`src/rtl/sigma_delta_tx.sv`:
```
// First-order sigma-delta bitstream transmitter with a small sample FIFO.
// Ports: clk, rst_n, s_valid/s_ready/s_data in, enable, bit_out, sample_tick, underrun, fifo_level.
module sigma_delta_tx #(
  parameter int SAMPLE_BITS = 10,
  parameter int OSR_LOG2    = 10,
  parameter int FIFO_DEPTH  = 4,
  parameter bit INVERT      = 1'b0
) (
  input  logic                            clk,
  input  logic                            rst_n,
  input  logic                            s_valid,
  output logic                            s_ready,
  input  logic [SAMPLE_BITS-1:0]          s_data,
  input  logic                            enable,
  output logic                            bit_out,
  output logic                            sample_tick,
  output logic                            underrun,
  output logic [$clog2(FIFO_DEPTH):0]     fifo_level
);

  localparam int AW = $clog2(FIFO_DEPTH);
  localparam int LW = AW + 1;

  localparam logic [0:0] IDLE = 1'b0;
  localparam logic [0:0] RUN  = 1'b1;

  localparam logic [OSR_LOG2-1:0] PHASE_MAX = '1;
  localparam logic [LW-1:0] DEPTH = LW'(FIFO_DEPTH);

  logic [SAMPLE_BITS-1:0] mem [FIFO_DEPTH];
  logic [AW-1:0]          wr_ptr;
  logic [AW-1:0]          rd_ptr;
  logic [LW-1:0]          count;

  logic [0:0]             state;
  logic [SAMPLE_BITS-1:0] acc;
  logic [SAMPLE_BITS-1:0] level;
  logic [OSR_LOG2-1:0]    phase;

  logic                   push;
  logic                   pop;
  logic                   not_empty;
  logic                   boundary;
  logic [SAMPLE_BITS:0]   sum;
  logic [SAMPLE_BITS-1:0] head;

  assign s_ready    = count < DEPTH;
  assign fifo_level = count;
  assign not_empty  = count != '0;
  assign push       = s_valid && s_ready;
  assign head       = mem[rd_ptr];
  assign boundary   = (state == RUN) && (phase == PHASE_MAX);
  // Loads happen only while enabled; a boundary with enable low
  // goes back to IDLE without consuming a sample.
  assign pop        = enable && not_empty
                   && ((state == IDLE) || boundary);
  assign sample_tick = pop;
  assign sum        = {1'b0, acc} + {1'b0, level};

  always_ff @(posedge clk) begin
    if (push) mem[wr_ptr] <= s_data;
  end

  always_ff @(posedge clk or negedge rst_n) begin
    if (!rst_n) begin
      wr_ptr <= '0;
      rd_ptr <= '0;
      count  <= '0;
    end else begin
      if (push) wr_ptr <= wr_ptr + AW'(1);
      if (pop)  rd_ptr <= rd_ptr + AW'(1);
      unique case ({push, pop})
        2'b10:   count <= count + LW'(1);
        2'b01:   count <= count - LW'(1);
        default: count <= count;
      endcase
    end
  end

  always_ff @(posedge clk or negedge rst_n) begin
    if (!rst_n) begin
      state    <= IDLE;
      acc      <= '0;
      level    <= '0;
      phase    <= '0;
      bit_out  <= INVERT;
      underrun <= 1'b0;
    end else begin
      unique case (1'b1)
        (state == IDLE): begin
          acc      <= '0;
          phase    <= '0;
          bit_out  <= INVERT;
          underrun <= 1'b0;
          if (pop) begin
            level <= head;
            state <= RUN;
          end
        end
        (state == RUN && !enable): begin
          state    <= IDLE;
          acc      <= '0;
          phase    <= '0;
          bit_out  <= INVERT;
          underrun <= 1'b0;
        end
        default: begin
          // Carry out of the N-bit accumulator is the density bit.
          acc     <= sum[SAMPLE_BITS-1:0];
          bit_out <= sum[SAMPLE_BITS] ^ INVERT;
          phase   <= phase + OSR_LOG2'(1);
          if (boundary) begin
            if (not_empty) level <= head;
            else           underrun <= 1'b1;
          end
        end
      endcase
    end
  end

endmodule

```
`config.mk`:
```
export PLATFORM = sky130hd
export DESIGN_NAME = sigma_delta_tx
export DESIGN_NICKNAME = d
export VERILOG_FILES = /design/src/rtl/sigma_delta_tx.sv
export SDC_FILE = /design/constraint.sdc
export NUM_CORES = 1
export LEC_CHECK = 0
export ABC_CLOCK_PERIOD_IN_PS = 2900
export BUFFER_PORTS_ARGS = -buffer_cell sky130_fd_sc_hd__buf_2
export CORE_MARGIN = 3
export CORE_UTILIZATION = 50
export CTS_BUF_LIST = sky130_fd_sc_hd__clkbuf_4 sky130_fd_sc_hd__clkbuf_8
export CTS_CLUSTER_SIZE = 30
export DETAILED_ROUTE_END_ITERATION = 12
export PLACE_DENSITY_LB_ADDON = 0.2
export SKIP_CTS_REPAIR_TIMING = 1
export SYNTH_ARGS = -nofsm -noshare
export SYNTH_HDL_FRONTEND = slang
export SYNTH_SLANG_ARGS = --single-unit
```
`constraint.sdc`:
```
create_clock -name clk -period 2.9 [get_ports clk]
set_input_delay 0.435 -clock clk [delete_from_list [all_inputs] [get_ports clk]]
set_output_delay 0.435 -clock clk [all_outputs]
set_load 0.01 [all_outputs]
```
Word-level counts from Yosys, hierarchy flattened
Memories as Yosys holds them, arrays and structs flattened.
Index checks and enable logic that the tools add are counted.
{"block": "word_totals", "register_bits": 40, "ramBits": 40, "wordCells": 57, "n_memories": 1}
{"name": "mem", "depth": 4, "width": 10, "rd": 1, "rd_ports_with_merged_regs": 0, "wr": 1, "line": "30", "rtl": "logic [SAMPLE_BITS-1:0] mem [FIFO_DEPTH];"}
{"block": "classes", "n_addsub": 6, "order_cmp": 1, "n_eq_ne": 5, "mux": 17, "bitwise_logic": 2, "n_reduce_logical": 16}
{"operator": "$mux W10", "count": 6}
{"operator": "$pmux W10 S2", "count": 1}
{"operator": "$add A10 B10 Y11", "count": 1}
{"operator": "$add A10 B1 Y10 const B", "count": 1}
{"operator": "$eq A10 B10 Y1 const B", "count": 1}
{"operator": "$reduce_bool A2 Y1", "count": 5}
{"operator": "$mux W1", "count": 8}
{"operator": "$pmux W3 S2", "count": 1}
{"operator": "$logic_and A1 B1 Y1", "count": 5}
{"operator": "$add A2 B1 Y2 const B", "count": 2}
{"operator": "$reduce_and A4 Y1", "count": 1}
{"operator": "$add A3 B1 Y3 const B", "count": 1}
{"operator": "$lt A3 B3 Y1 const B", "count": 1}
{"operator": "$ne A3 B3 Y1 const B", "count": 1}
{"operator": "$reduce_bool A3 Y1", "count": 1}
{"operator": "$sub A3 B1 Y3 const B", "count": 1}
{"operator": "$eq A2 B1 Y1 const B", "count": 1}
{"operator": "$eq A2 B2 Y1 const B", "count": 1}
{"operator": "$ne A2 B2 Y1 const B", "count": 1}
{"operator": "$not A1 Y1", "count": 2}
{"operator": "$pmux W1 S2", "count": 1}
{"operator": "$reduce_and A2 Y1", "count": 1}
{"operator": "$reduce_or A2 Y1", "count": 1}
{"operator": "$logic_not A1 Y1", "count": 1}
{"operator": "$logic_or A1 B1 Y1", "count": 1}

Depth between registers and ports, before layout
{"block": "logic_depth", "ltp_word": 7, "depth_mapped": 12}

Least setup slack after synthesis
Ideal clock, no wire load.
{"block": "synth_timing", "path_type": "flip-flop to flip-flop", "from": "register phase[0]", "to": "register count[2], in the netlist fifo_level[2]", "setup_time_ps": 80, "arrival_ps": 2404, "slack_ps": 416, "path_stages_with_launch": 13, "synth_period_minus_slack_ps": 2484, "path_cell_list": "dfrtp_1 > ha_1 > inv_1 > o41ai_4 > nand2_2 > buf_6 > inv_1 > ha_1 > inv_1 > fa_1 > xor2_1 > nor2_1 > xnor2_1"}
{"block": "synth_between", "elab_chain_cells": 6, "elab_cells_between_ends": 8, "classes_between": "3 x eq/ne; 1 x mux; 4 x reduce/logical"}
{"element": "start, declared", "line": "38", "rtl": "logic [OSR_LOG2-1:0] phase;"}
{"element": "start signal, assigned", "line": "111", "rtl": "phase <= phase + OSR_LOG2'(1);"}
{"element": "$eq A10 B10 Y1 *", "line": "52", "rtl": "assign boundary = (state == RUN) && (phase == PHASE_MAX);"}
{"element": "$logic_and A1 B1 Y1 *", "line": "52"}
{"element": "$logic_or A1 B1 Y1 *", "line": "56", "rtl": "&& ((state == IDLE) || boundary);"}
{"element": "$logic_and A1 B1 Y1 *", "line": "56"}
{"element": "via sample_tick", "line": "16", "rtl": "output logic sample_tick,"}
{"element": "$eq A2 B1 Y1 or $eq A2 B2 Y1 (tied branches)", "line": "72", "rtl": "unique case ({push, pop})"}
{"element": "$pmux W3 S2 or $reduce_bool A2 Y1 (tied branches)"}
{"element": "end signal, assigned", "line": "73", "rtl": "2'b10: count <= count + LW'(1);"}
{"element": "end signal, assigned", "line": "74", "rtl": "2'b01: count <= count - LW'(1);"}
{"element": "end signal, assigned", "line": "75", "rtl": "default: count <= count;"}
{"element": "end, declared", "line": "33", "rtl": "logic [LW-1:0] count;"}
Mark *: on every way through the listed nets, which the timed path passes. The rest lies on a longest branch.
A chain may end at the register's enable or synchronous reset.

Worst setup path after layout
{"block": "layout_timing", "from": "register phase[0]", "to": "register count[2], in the netlist fifo_level[2]"}
{"block": "layout_between", "elab_chain_cells": 6, "elab_cells_between_ends": 8, "classes_between": "3 x eq/ne; 1 x mux; 4 x reduce/logical"}
{"element": "$eq A10 B10 Y1 *", "line": "52"}
{"element": "$logic_and A1 B1 Y1 *", "line": "52"}
{"element": "$logic_or A1 B1 Y1 *", "line": "56"}
{"element": "$logic_and A1 B1 Y1 *", "line": "56"}
{"element": "$eq A2 B1 Y1 or $eq A2 B2 Y1 (tied branches)", "line": "72"}
{"element": "$pmux W3 S2 or $reduce_bool A2 Y1 (tied branches)"}
Every way passes the cells marked *; elsewhere a longest branch is shown, timed or not.

==> impl_metrics.yaml <==
outcome:
  status: "finished, final reports clean"
placed_design:
  place.port_buffers: 20
  gp_congestion: 0.754
  dp_hpwl_mm: 3.79
  placed_cell_area_um2: 3770
  dp.cells: 356
yosys:
  netlist_area_um2: 3580
  synthesis.nets: 277
  yosysSeqAreaShare_pct: 61.6
  synthTopCellsByCount: "dfrtp_1, edfxtp_1, nor2_1"
  async_flop_share_pct: 50.0
  synth_flop_cell: "edfxtp_1"
  synth_top_area_share_pct: 33.6
  ys_seq_elements: 80
  synth_area_leaders: "edfxtp_1, dfrtp_1, mux4_2"
  synth_warnings: 0
  synth_cell_types: 37
  syn_inst: 245
  synth_edf_count: 40
  yosys.area.top_type: "edfxtp_1"
  syn_area_per_cell_um2: 14.6
clock_network:
  cts_tree: "done"
  clk_latency_ns: 0.34
  cts_sinks: 80
  cts_root_buf: "clkbuf_8"
  cts_buffers: 9
  cts.path.max_buffers: 2
  htreeDepth: 3
  clk_pin_slew_ns: 0.09
cells_and_area:
  postLayoutCellArea_um2: 3950
  antenna_cells: 0
  final-instance-count-excl-fill: 372
  drive_gt1_share_pct: 22.1
  final_nets: 303
  syn_to_final_growth_pct: 10.5
sta:
  hold_violations: 0
  setup_violations: 0
  final_max_slew_viol_count: 0
  finalCritPeriodShare_pct: 82.4
  fmax_mhz: 419
  whs_ns: 0.208
  final.min_clock_period_ns: 2.39
  maxSlewHeadroom_pct: 40.9
  rsz0062_at_grt: "false"
  fin_skew_ns: 0.0108
  fin_tns_setup_ns: 0
  worstMarginPinSlew_ns: 0.886
floorplanning:
  start_util_pct: 52.1
  coreArea_um2: 6870
  rows: 30
  die_h_um: 90.6
  fp.dieW_um: 90.6
  dieArea_um2: 8210
  io_pins: 21
setup_path:
  cp-start-kind: "register"
  cp-end-kind: "register"
  r2r_start: "phase[0]$_DFF_PN0_"
  critical_path_class: "register to register"
  rrSetupSlack_ns: 0.51
  crit_start: "phase[0]$_DFF_PN0_"
  arrival_ns: 2.66
  worstPathRequired_ns: 3.17
  critPathMaxFanout: 6
routing:
  drtIter0Drc: 44
  post-route-drc-count: 0
  postRouteWirelength_mm: 5.46
  wl_per_cell_um: 14.7
  via_count: 1903
  drt_pass1_iterations: 4
  ant_nets: 0
  via_per_inst: 5.12
global_route:
  grt_max_degree: 41
  grt_pass1_vias: 1960
  grt_pass1_wl_mm: 9.34
  antenna_found_initial: 0
  grt.total_usage_pct: 14.6
  grt-ovfl-total: 0
power:
  peakVddDrop_mv: 0.400
  powerDensity_nw_per_um2: 894
  p_leak_nw: 1.66
  power.total_mw: 3.53
worst_hold_path:
  min-delay-path-class: "input pin to async pin"
flow_run:
  maxCapViolations: 0
[area by class of cell]
class | instances | area, µm²
Sequential cell | 80 | 2200
Multi-Input combinational cell | 150 | 1310
Timing Repair Buffer | 21 | 108
Inverter | 9 | 33.8
Clock buffer | 9 | 124
Clock inverter | 7 | 53.8
Tap cell | 96 | 120
Fill cell | 543 | 2920
[routing by layer]
| layer | vias to the layer above | track usage (%) | share of wire, % |
|---|---|---|---|
| met4 | 0 | 5.36 | 0.86 |
| li1 | 946 | - | - |
| met2 | 25 | 24.6 | 51 |
| met5 | - | 0 | 0 |
| met3 | 5 | 4.08 | 3.0 |
| met1 | 927 | 18.1 | 45 |
[critical path, stage by stage (launching register included)]
cell     delay (ns)
dfrtp_1        0.43
ha_1           0.23
inv_1          0.10
o41ai_4        0.42
nand2_2        0.09
inv_1          0.07
ha_1           0.17
inv_1          0.06
fa_1           0.37
xor2_1         0.15
nor2_1         0.11
xnor2_1        0.12
[cells by family (layout without fill, tap and decap cells)]
kind of cell             count (synthesis)  after routing  share of synthesized area (%)
AND/OR/NAND/NOR                         64             64                           9.20
AO/OA/AOI/OAI                           29             29                           5.63
buffers and inverters                   15             46                           1.82
multiplexers                            24             24                           11.4
adder cells (fa/ha/maj)                 18             18                           6.72
flip-flops                              80             80                           61.6
XOR/XNOR                                15             15                           3.67
[registers in the layout, summed over array words and instances, names as in the netlist]
signal and count:
acc 10, bit_out 1, fifo_level 3, level 10, mem 40, phase 10
rd_ptr 2, state 1, underrun 1, wr_ptr 2
[cells in the final DEF, fill, tap and decap left out, drive strengths merged, types with 10 or more instances in the layout]
cell and n:
buf 21, dfrtp 40, edfxtp 40, ha 16, inv 12, mux2 10, mux4 10, nand2 13
nor2 17, o21ai 12, xnor2 11
[report_power, final]
part / internal [mW] / switching, mW
Clock: 0.320 / 0.412
Sequential: 1.45 / 0.221
Combinational: 0.602 / 0.526
Total: 2.38 / 1.16
[path summary, 6_finish.rpt]
path,cells past startpoint,endpoint
worst max register to register,11,fifo_level[2]$_DFFE_PN0P_
min in group clk,1,mem[2][2]$_DFFE_PP_
max in group asynchronous,1,level[6]$_DFFE_PN0P_
worst min-delay path,1,fifo_level[2]$_DFFE_PN0P_
worst max-delay path,11,fifo_level[2]$_DFFE_PN0P_
worst min register to register,2,underrun$_DFFE_PN0P_
[through the flow]
stage / util (%) / setup WS (ns)
floorplan: - / 0.416
global placement: 54.9 / 0.563
detailed placement: 54.9 / 0.499
CTS: 57.5 / 0.486
global route: 57.5 / 0.292
finish: 57.5 / 0.512
No activity file was read; power rests on OpenSTA's default activity.
